## config.mk

```make
export PLATFORM = sky130hd
export DESIGN_NAME = serializador_paralelo
export DESIGN_NICKNAME = d
export VERILOG_FILES = /design/src/rtl/serializador_paralelo_pkg.sv /design/src/rtl/serializador_paralelo.sv
export SDC_FILE = /design/constraint.sdc
export NUM_CORES = 1
export LEC_CHECK = 0
export BUFFER_PORTS_ARGS = -buffer_cell sky130_fd_sc_hd__buf_2
export CAP_MARGIN = 0
export CORE_MARGIN = 1
export CORE_UTILIZATION = 40
export CTS_BUF_LIST = sky130_fd_sc_hd__clkbuf_4
export CTS_CLUSTER_SIZE = 28
export DETAILED_ROUTE_END_ITERATION = 8
export SLEW_MARGIN = 20
export SYNTH_ARGS = -nofsm -noshare
export SYNTH_HDL_FRONTEND = slang
export SYNTH_SLANG_ARGS = --single-unit
```

## constraint.sdc

```tcl
create_clock -name clock -period 4.6 [get_ports clock]
set_clock_uncertainty 0.05 [all_clocks]
set_input_delay 0.23 -clock clock [delete_from_list [all_inputs] [get_ports clock]]
set_output_delay 0.23 -clock clock [all_outputs]
set_load 0.02 [all_outputs]
```

## src/rtl/serializador_paralelo_pkg.sv

```systemverilog
// Shared definitions for the parallel-to-serial transmitter.
//   estado_t   : FSM states (idle, shifting, inter-word gap)
//   GAP_CNT_W  : width of the inter-word gap counter (gap range 0..15)
//   bit_cnt_w  : width of the bit counter for a given word length
package serializador_paralelo_pkg;

  typedef enum logic [1:0] {
    OCIOSO    = 2'd0,
    DESLOCA   = 2'd1,
    INTERVALO = 2'd2
  } estado_t;

  localparam int unsigned GAP_CNT_W = 4;

  // Bit-counter width is $clog2(WIDTH); WIDTH is a module parameter, so it
  // is derived per instance through this helper.
  function automatic int unsigned bit_cnt_w(input int unsigned w);
    return (w < 2) ? 1 : $clog2(w);
  endfunction

endpackage

```

## src/rtl/serializador_paralelo.sv

```systemverilog
// Parallel-to-serial transmitter feeding a downstream serial-in shift register.
// A WIDTH-bit word is accepted over valido/pronto and shifted out one bit per
// clock on saida; fim flags the cycle holding the last bit, then GAP idle
// cycles (saida = 0) follow before the next word can be taken.
//   clock   : rising-edge clock
//   reset   : asynchronous, active-low
//   dado    : parallel word, sampled on acceptance
//   valido  : producer has a word on dado
//   pronto  : block can accept a word this cycle (from state only)
//   saida   : registered serial data
//   ocupado : word or gap in progress
//   fim     : registered, high while the last bit of a word is on saida
module serializador_paralelo
  import serializador_paralelo_pkg::*;
#(
  parameter int unsigned WIDTH     = 4,
  parameter bit          MSB_FIRST = 1'b1,
  parameter int unsigned GAP       = 1
) (
  input  logic             clock,
  input  logic             reset,
  input  logic [WIDTH-1:0] dado,
  input  logic             valido,
  output logic             pronto,
  output logic             saida,
  output logic             ocupado,
  output logic             fim
);

  localparam int unsigned            CNT_W   = bit_cnt_w(WIDTH);
  localparam logic [CNT_W-1:0]       ULTIMO  = CNT_W'(WIDTH - 1);
  localparam logic [GAP_CNT_W-1:0]   GAP_INI = GAP_CNT_W'(GAP);
  localparam logic [GAP_CNT_W-1:0]   GAP_UM  = GAP_CNT_W'(1);

  estado_t              estado, estado_n;
  logic [WIDTH-1:0]     desloc, desloc_n;
  logic [CNT_W-1:0]     cont, cont_n;
  logic [GAP_CNT_W-1:0] cont_gap, cont_gap_n;
  logic                 saida_n, fim_n;
  logic                 ultimo, aceita;

  assign ultimo  = (estado == DESLOCA) && (cont == ULTIMO);
  assign pronto  = (estado == OCIOSO) || ((GAP == 0) && ultimo);
  assign aceita  = valido && pronto;
  assign ocupado = (estado != OCIOSO);

  always_comb begin
    estado_n   = estado;
    desloc_n   = desloc;
    cont_n     = cont;
    cont_gap_n = cont_gap;
    unique case (estado)
      OCIOSO: begin
        if (aceita) begin
          estado_n = DESLOCA;
          desloc_n = dado;
          cont_n   = '0;
        end
      end
      DESLOCA: begin
        if (ultimo) begin
          if (GAP > 0) begin
            estado_n   = INTERVALO;
            cont_gap_n = GAP_INI;
          end else if (aceita) begin
            desloc_n = dado;
            cont_n   = '0;
          end else begin
            estado_n = OCIOSO;
          end
        end else begin
          desloc_n = MSB_FIRST ? {desloc[WIDTH-2:0], 1'b0}
                               : {1'b0, desloc[WIDTH-1:1]};
          cont_n   = cont + 1'b1;
        end
      end
      INTERVALO: begin
        if (cont_gap <= GAP_UM) estado_n = OCIOSO;
        else                    cont_gap_n = cont_gap - 1'b1;
      end
      default: estado_n = OCIOSO;
    endcase
  end

  // saida/fim are registered: compute what they must show in the cycle that
  // follows this edge from the post-edge state, shift register and counter.
  always_comb begin
    saida_n = 1'b0;
    fim_n   = 1'b0;
    if (estado_n == DESLOCA) begin
      saida_n = MSB_FIRST ? desloc_n[WIDTH-1] : desloc_n[0];
      fim_n   = (cont_n == ULTIMO);
    end
  end

  always_ff @(posedge clock or negedge reset) begin
    if (!reset) begin
      estado   <= OCIOSO;
      desloc   <= '0;
      cont     <= '0;
      cont_gap <= '0;
      saida    <= 1'b0;
      fim      <= 1'b0;
    end else begin
      estado   <= estado_n;
      desloc   <= desloc_n;
      cont     <= cont_n;
      cont_gap <= cont_gap_n;
      saida    <= saida_n;
      fim      <= fim_n;
    end
  end

endmodule
```

; ---- Word-level counts from Yosys, hierarchy flattened
; Index checks and enable logic that the tools add are counted.
[op_classes]
reduce_logical = 8
n_lt_le_gt_ge = 1
add_sub_neg = 2
n_mux = 15
eq_ne = 9
[op_table]
columns = cell, count
row1 = 2-to-1 mux 4 bit, 4
row2 = one-hot mux 4 bit (2 select lines), 2
row3 = 2-to-1 mux 2 bit, 5
row4 = equality test 2 bit (second input constant), 3
row5 = inequality test 2 bit (second input constant), 3
row6 = one-hot mux 2 bit (3 select lines), 1
row7 = AND reduction 3 bit, 2
row8 = nonzero test 2 bit, 3
row9 = equality test 2 x 1 -> 1 bit (second input constant), 2
row10 = less-or-equal comparator 4 x 1 -> 1 bit (second input constant), 1
row11 = one-hot mux 2 bit (2 select lines), 1
row12 = subtractor 4 x 1 -> 4 bit (second input constant), 1
row13 = adder 2 x 1 -> 2 bit (second input constant), 1
row14 = logical AND 1 bit, 2
row15 = logical NOT 2 bit, 1
row16 = 2-to-1 mux 1 bit, 2
row17 = inequality test 2 x 1 -> 1 bit (second input constant), 1
[totals]
word_cells = 42
ff_bits = 14
output_inout_bits = 4

; ---- Logic depth before layout (Yosys ltp)
; Gate-level depths: netlist (run 1).
[depth]
word_depth = 6
ltp_mapped = 6

; ---- Worst setup path after synthesis (run 1)
; Ideal clock, no wire load.
[synth_timing]
path_kind = register to register
startpoint = register cont_gap[0]
endpoint = register cont_gap[0]
arrival_time_ns = 1.323
stages_incl_launch_ff = 7
setup_ns = 0.125
path_slack_ns = 3.101
t_required_ns = 4.425
path_cell_list = dfrtp_1 inv_1 ha_1 nor2_1 o311ai_4 nand2_2 mux2_4
[synth_via]
elab_chain_len = 3
word_cells_on_any_way = 6
cone_classes = add/sub (1) / order compare (1) / eq/ne (1) / mux (2) / reduce/logical (1)
[synth_lines]
columns = item, line_no
row1 = from (decl), serializador_paralelo.sv:38  ; logic [GAP_CNT_W-1:0] cont_gap, cont_gap_n;
row2 = from (signal assigned), serializador_paralelo.sv:108  ; cont_gap <= cont_gap_n;
row3 = subtractor 4 x 1 -> 4 bit / less-or-equal comparator 4 x 1 -> 1 bit (equally long branches), "serializador_paralelo.sv:79, serializador_paralelo.sv:78"
row4 = 2-to-1 mux 4 bit / inequality test 2 bit (equally long branches), --
row5 = one-hot mux 4 bit (2 select lines) / AND reduction 3 bit (equally long branches), --
; Parallel ways exist; a longest one is shown, timed or not. The select of a mux whose other input is x is not followed.
; A chain may end at the register's enable or synchronous reset.

; ---- Worst setup path after layout (run 1)
[layout_timing]
startpoint = register cont_gap[0]
endpoint = register cont_gap[3]
; The elaborated chain is that of the path after synthesis.

==> results of run 1 <==
==> sequential cells by signal, indices dropped and copies added (netlist names) <==
signal and cells:
fim 1, saida 1, cont_gap 4, desloc 3
cont 2, estado 2
==> logic make-up (layout without fill, tap and decap cells) <==
kind of cell | Yosys count | after routing | synth area share
buffers and inverters | 6 | 21 | 0.0375
and+or+nand+nor | 15 | 15 | 0.140
AOI/OAI and AO/OA | 11 | 11 | 0.177
DFF | 13 | 13 | 0.542
muxes | 2 | 2 | 0.0417
adders and majority gates | 3 | 3 | 0.0625
==> synth_stat cells, drive strengths merged, types with 2 or more instances <==
master	n	area [µm²]
a32oi	2	17.5
nor3b	2	20.0
nor2	2	10.0
dfrtp	13	325
nand2	7	28.8
a32o	2	20.0
inv	6	22.5
ha	3	37.5
o21ai	2	10.0
==> routing by layer <==
metal	share of wire	wire, µm
met1	0.48	511
met2	0.46	495
met3	0.049	52
met4	0.0094	10
met5	0	0
==> worst max-delay path: cells and delay by family (launching register included) <==
| family | cells | cell delay [ns] |
|---|---|---|
| fa+ha+maj | 1 | 0.21 |
| compound gates | 1 | 0.15 |
| mux | 1 | 0.21 |
| flops | 1 | 0.38 |
| simple gates | 2 | 0.50 |
| buf+inv | 1 | 0.08 |
==> metrics by stage <==
step | total power, mW | cell area [µm²]
6_report | 0.476 | 709
5_1_grt | 0.520 | 709
4_1_cts | 0.485 | 709
3_5_place_dp | 0.406 | 669
3_3_place_gp | 0.400 | 669
2_1_floorplan | 0.350 | 601
==> final cells by class <==
cell class | instances | area [µm²] | area share
Sequential cell | 13 | 325 | 0.459
Inverter | 6 | 22.5 | 0.0317
Multi-Input combinational cell | 31 | 253 | 0.356
Clock buffer | 4 | 30.0 | 0.0423
Timing Repair Buffer | 11 | 60.1 | 0.0847
Tap cell | 15 | 18.8 | 0.0265
==> power groups by stage <==
| stage | logic [mW] | clock network (mW) | registers, mW |
|---|---|---|---|
| 5_1_grt | 0.225 | 0.0829 | 0.211 |
| 6_report | 0.198 | 0.0746 | 0.204 |
| 3_3_place_gp | 0.196 | 0 | 0.205 |
| 3_5_place_dp | 0.200 | 0 | 0.206 |
| 4_1_cts | 0.201 | 0.0797 | 0.204 |
| 2_1_floorplan | 0.146 | 0 | 0.204 |
==> worst paths after layout <==
kind                                         start                       to  slack [ns]
min                                        dado[2]    desloc[2]$_DFFE_PN0P_        0.15
max in group asynchronous                    reset      estado[1]$_DFF_PN0_        3.94
max                        cont_gap[0]$_DFFE_PN0P_  cont_gap[3]$_DFFE_PN0P_        2.94
min in group asynchronous                    reset    desloc[2]$_DFFE_PN0P_        0.33
min reg2reg                  desloc[0]$_DFFE_PN0P_    desloc[1]$_DFFE_PN0P_        0.44
max reg2reg                cont_gap[0]$_DFFE_PN0P_  cont_gap[3]$_DFFE_PN0P_        2.94
==> timing repair <==
action	4_1_cts	5_1_grt
hold buffers	1	0
endpoints found under the setup margin	0	0
resized for setup	0	0
hold endpoints to repair	13	0
==> metrics.md, run 1 <==
| Metric | Value |
|---|---|
| Fin cells | 80 |
| Pin count of the biggest net entering global routing | 14 |
| Register area share after synthesis | 0.542 |
| Final hold vios | 0 |
| Placed cell count | 75 |
| Std-Cell Rows | 13 |
| Slowest CP cell | dfrtp_1 |
| Vias post-DR | 427 |
| Worst VDD drop | 0.278 mV |
| Clk_lat worst skew | 0.27 ns |
| Die ar. | 1660 µm² |
| Layout cell share with drive strength beyond 1 | 0.308 |
| Dpl ws | 2.92 ns |
| All-Layer GR Usage | 0.165 |
| Hold Worst Slack | 0.148 ns |
| R2r worst-path depth | 6 |
| First DRT Iteration DRCs | 4 |
| Fin crit period | 1.66 ns |
| Number of port buffers | 10 |
| H-tree levels | 1 |
| NumNets Final | 76 |
| Die height | 40.8 µm |
| Max_cap viols | 0 |
| Max Slew Vio Count | 0 |
| Mapped Nets | 60 |
| Synthesized cell area | 601 µm² |
| Leakage power | 0.346 nW |
| Pre-Repair DR Iteration Count | 4 |
| Commonest cells after routing, fill and taps aside | 13 x dfrtp_1, 10 x buf_2, 6 x inv_1, 6 x nand2_1, 4 x clkbuf_4 |
| CTS Sinks | 13 |
| CTS root buffer | clkbuf_4 |
| Initial antenna violation count | 0 |
| Worst path max stage delay | 0.38 ns |
| Post-synthesis register bit count | 13 |
| FMAX | 603 MHz |
| Commonest non-fill, non-tap cell in the layout | dfrtp_1 |
| Post-route clock period utilization | 0.361 |
| Clock group share of total power | 0.157 |
| GR Util met3 | 0.0326 |
| Finished Core Util | 0.525 |
| Yosys synthesis warning count | 0 |
| HP Class | in2reg |
| Core area | 1350 µm² |
| GRT Max-Usage Layer | met2 |
| First-pass GRT wire length | 1700 µm |
| Worst Path Max Fanout | 7 |
| Post-detail-place hpwl | 772 µm |
| ANT cells | 0 |
| Final wirelength | 1070 µm |
| Run status | completed |
| DRC | 0 |
| Routed length per placed instance | 13.4 µm |
| Vias per Instance | 5.34 |
| Grt met1 use | 0.201 |
| Inserted Clock Buffers | 3 |
| Critical path cell sequence | inv_1, ha_1, nor2_1, o311ai_4, nor4_1, mux2i_1 |
| I/O Pins | 11 |
| Number of synthesized flops with an enable pin | 0 |
| Maximum clock insertion buffer count | 2 |
| Hold Path Cell Cnt | 3 |
| Setup Fix Bufs, Post-CTS | 0 |
| Worst slew pin tran | 0.394 ns |
| Critical Path AT | 1.81 ns |
| Setup slack after layout | 2.94 ns |
| CP Data Required Time | 4.75 ns |
| Cells after Synth | 50 |
| Vias in the first global route | 410 |
| Clk slew on worst S/H paths | 0.08 ns |
| Fillers | 132 |
| Ys async rst share | 1.00 |
| Synthesized area per cell | 12.0 µm² |
| Nature of the critical path endpoint | register |
| # setup viols final | 0 |
| Area Overhead vs Synth | 18.1% |
| Yosys cell types | 23 |
| Comb pwr share | 0.415 |
| NetSw | 193 µW |
| Type of the worst setup path | reg2reg |
| Routed Antenna Nets | 0 |
| Die W | 40.8 µm |
| Final global-route overflow total | 0 |
| TritonCTS clock tree | built |
| Grt met2 use | 0.266 |
| Placer congestion estimate | 0.663 |
| Prevailing post-synth register cell | dfrtp_1 |
| Internal power | 284 µW |
| Setup TNS | 0 ns |
| Switching Share | 0.404 |
| Starting density of the core | 0.445 |
| RSZ-0062 raised after global routing | no |
| CP Launch Type | register |
| Slew margin rel. | 0.737 |
| Share of power burned in registers | 0.428 |
| Power Dens Cells | 672 nW/µm² |
(Power assumes the default switching activity.)
==> run 2, diff against run 1 <==
==> constraint.sdc (replaced) <==
create_clock -name clock -period 1.7 [get_ports clock]
set_clock_uncertainty 0.05 [all_clocks]
set_input_delay 0.085 -clock clock [delete_from_list [all_inputs] [get_ports clock]]
set_output_delay 0.085 -clock clock [all_outputs]
set_load 0.02 [all_outputs]
==> run 2 against run 1 <==
  * The run now ends with negative hold slack left
  * Register-to-register slack worse by 2.9 ns
  * Hold slack worse by 0.15 ns
  * Fmax up 0.36%
  * First-iteration DRC count up 50%
  * Critical path depth unchanged
  * Total power rose to 2.9 times the previous value
  * Sequential power rose to 2.7 times the previous value
  * Critical path type unchanged
==> metrics.md, run 2 (same netlist as run 1, synthesis figures left out) <==
| Metric | Value |
|---|---|
| NumNets Final | 81 (was 76) |
| ANT cells | 0 (unchanged) |
| # setup viols final | 0 (unchanged) |
| Nature of the critical path endpoint | register (unchanged) |
| Routed Antenna Nets | 0 (unchanged) |
| Hold Worst Slack | -0.000323 ns (was 0.148 ns) |
| Number of port buffers | 10 (unchanged) |
| Pre-Repair DR Iteration Count | 4 (unchanged) |
| Clock group share of total power | 0.156 (was 0.157) |
| Inserted Clock Buffers | 3 (unchanged) |
| Worst Path Max Fanout | 7 (unchanged) |
| Switching Share | 0.400 (was 0.404) |
| Setup TNS | 0 ns (unchanged) |
| Fin cells | 85 (was 80) |
| Core area | 1350 µm² (unchanged) |
| Max_cap viols | 0 (unchanged) |
| Clk slew on worst S/H paths | 0.08 ns (about the same) |
| Placer congestion estimate | 0.630 (was 0.663) |
| Min-delay src | dado[1] (was dado[2]) |
| Largest register FFs | 4 (unchanged) |
| Comb pwr share | 0.443 (was 0.415) |
| Final global-route overflow total | 0 (unchanged) |
| Type of the worst setup path | reg2reg (unchanged) |
| Share of power burned in registers | 0.401 (was 0.428) |
| Starting density of the core | 0.445 (unchanged) |
| Internal power | 822 µW (was 284 µW) |
| Area Overhead vs Synth | 26.7% (was 18.1%) |
| Worst VDD drop | 1.01 mV (was 0.278 mV) |
| Register area | 325 µm² (unchanged) |
| Die ar. | 1660 µm² (unchanged) |
| CP Data Required Time | 1.82 ns (was 4.75 ns) |
| Worst r2r src | cont_gap[0]$_DFFE_PN0P_ (unchanged) |
| Layout cell share with drive strength beyond 1 | 0.414 (was 0.308) |
| First DRT Iteration DRCs | 6 (was 4) |
| CTS root buffer | clkbuf_4 (unchanged) |
| Vias in the first global route | 414 (was 410) |
| Vias per Instance | 5.01 (was 5.34) |
| Failing checks | negative hold slack |
| Run status | finished, violations left (was completed) |
| Routed length per placed instance | 12.6 µm (was 13.4 µm) |
| Fillers | 114 (was 132) |
| I/O Pins | 11 (unchanged) |
| Critical Path AT | 1.77 ns (was 1.81 ns) |
| All-Layer GR Usage | 0.158 (was 0.165) |
| CP Launch Point | cont_gap[0]$_DFFE_PN0P_ (unchanged) |
| Placed cell count | 76 (was 75) |
| Clk_lat worst skew | 0.28 ns (was 0.27 ns) |
| Final hold vios | 1 (was 0) |
| Most flop-heavy register | cont_gap (unchanged) |
| CP Launch Type | register (unchanged) |
| Dpl ws | 0.0644 ns (was 2.92 ns) |
| HP Class | in2reg (unchanged) |
| FMAX | 605 MHz (was 603 MHz) |
| Final wirelength | 1070 µm (about the same) |
| Area of the multi-input gates | 264 µm² (was 253 µm²) |
| Leakage power | 0.366 nW (was 0.346 nW) |
| Die height | 40.8 µm (unchanged) |
| Post-detail-place hpwl | 728 µm (was 772 µm) |
| Power Dens Cells | 1800 nW/µm² (was 672 nW/µm²) |
| Fin crit period | 1.65 ns (was 1.66 ns) |
| Die W | 40.8 µm (unchanged) |
| Worst slew pin tran | 0.402 ns (was 0.394 ns) |
| Commonest non-fill, non-tap cell in the layout | dfrtp_1 (unchanged) |
| NetSw | 547 µW (was 193 µW) |
| CTS Sinks | 13 (unchanged) |
| Maximum clock insertion buffer count | 2 (unchanged) |
| H-tree levels | 1 (unchanged) |
| Initial antenna violation count | 0 (unchanged) |
| TritonCTS clock tree | built (unchanged) |
| Setup slack after layout | 0.0474 ns (was 2.94 ns) |
| Std-Cell Rows | 13 (unchanged) |
| DRC | 0 (unchanged) |
| First-pass GRT wire length | 1640 µm (was 1700 µm) |
| Max Slew Vio Count | 0 (unchanged) |
| Vias post-DR | 426 (was 427) |
| Pin count of the biggest net entering global routing | 14 (unchanged) |
| Commonest cells after routing, fill and taps aside | 13 x dfrtp_1, 10 x buf_2, 6 x nand2_1 (was 13 x dfrtp_1, 10 x buf_2, 6 x inv_1, 6 x nand2_1, 4 x clkbuf_4) |
| Slew margin rel. | 0.731 (was 0.737) |
| Post-route clock period utilization | 0.972 (was 0.361) |
| Largest registers | cont_gap: 4 flops, desloc: 3 flops (unchanged) |
run 2: power by group through the flow:
stage / clock [mW] / combinational [mW] / sequential (mW)
2_1_floorplan: 0 / 0.395 / 0.553
3_3_place_gp: 0 / 0.554 / 0.552
3_5_place_dp: 0 / 0.559 / 0.553
4_1_cts: 0.215 / 0.567 / 0.546
5_1_grt: 0.231 / 0.692 / 0.573
6_report: 0.213 / 0.606 / 0.549
run 2: cell type report:
cell class / instances / share of cell area
clock buffer: 4 / 0.0395
inverter: 6 / 0.0296
multi-input combinational: 31 / 0.347
sequential: 13 / 0.428
tap: 15 / 0.0247
timing repair buffer: 16 / 0.132
run 2: final timing paths:
check / endpoint / slack (ns) / depth (start not counted)
max: cont_gap[0]$_DFFE_PN0P_ / 0.05 / 6
min: desloc[1]$_DFFE_PN0P_ / -0.0003 / 3
max reg2reg: cont_gap[0]$_DFFE_PN0P_ / 0.05 / 6
min reg2reg: desloc[1]$_DFFE_PN0P_ / 0.43 / 2
max in group asynchronous: desloc[0]$_DFFE_PN0P_ / 1.21 / 2
min in group asynchronous: cont[1]$_DFF_PN0_ / 0.16 / 2
run 2: metrics by stage:
stage	hold slack (ns)	util	power, mW	cell area, µm²
after floorplan	-0.261	-	0.948	601
after detailed placement	-0.0616	0.501	1.11	677
after CTS	0.00165	0.538	1.33	727
final	-0.000323	0.563	1.37	761
after global placement	-0.0621	0.501	1.11	677
after global routing	0.0133	0.563	1.50	761
run 2: routing by layer:
metal | share of wire | GRT usage | vias to the layer above
met1 | 0.48 | 0.191 | 191
met5 | 0 | 0 | -
met2 | 0.46 | 0.254 | 14
met3 | 0.053 | 0.0489 | 2
li1 | - | - | 219
met4 | 0.010 | 0.0750 | 0
run 2: critical path: stages, from the launching register on:
cell and delay (ns):
dfrtp_1 0.38, buf_4 0.13, ha_1 0.16, nor2_2 0.05, o311ai_4 0.40, nand2_2 0.10, mux2_4 0.27
run 2: timing repair:
action / 4_1_cts / 5_1_grt
endpoints found under the hold margin: 14 / 0
hold buffers: 2 / 0
endpoints found under the setup margin: 0 / 2
gates resized for setup: 0 / 5
buffers inserted: 0 / 3
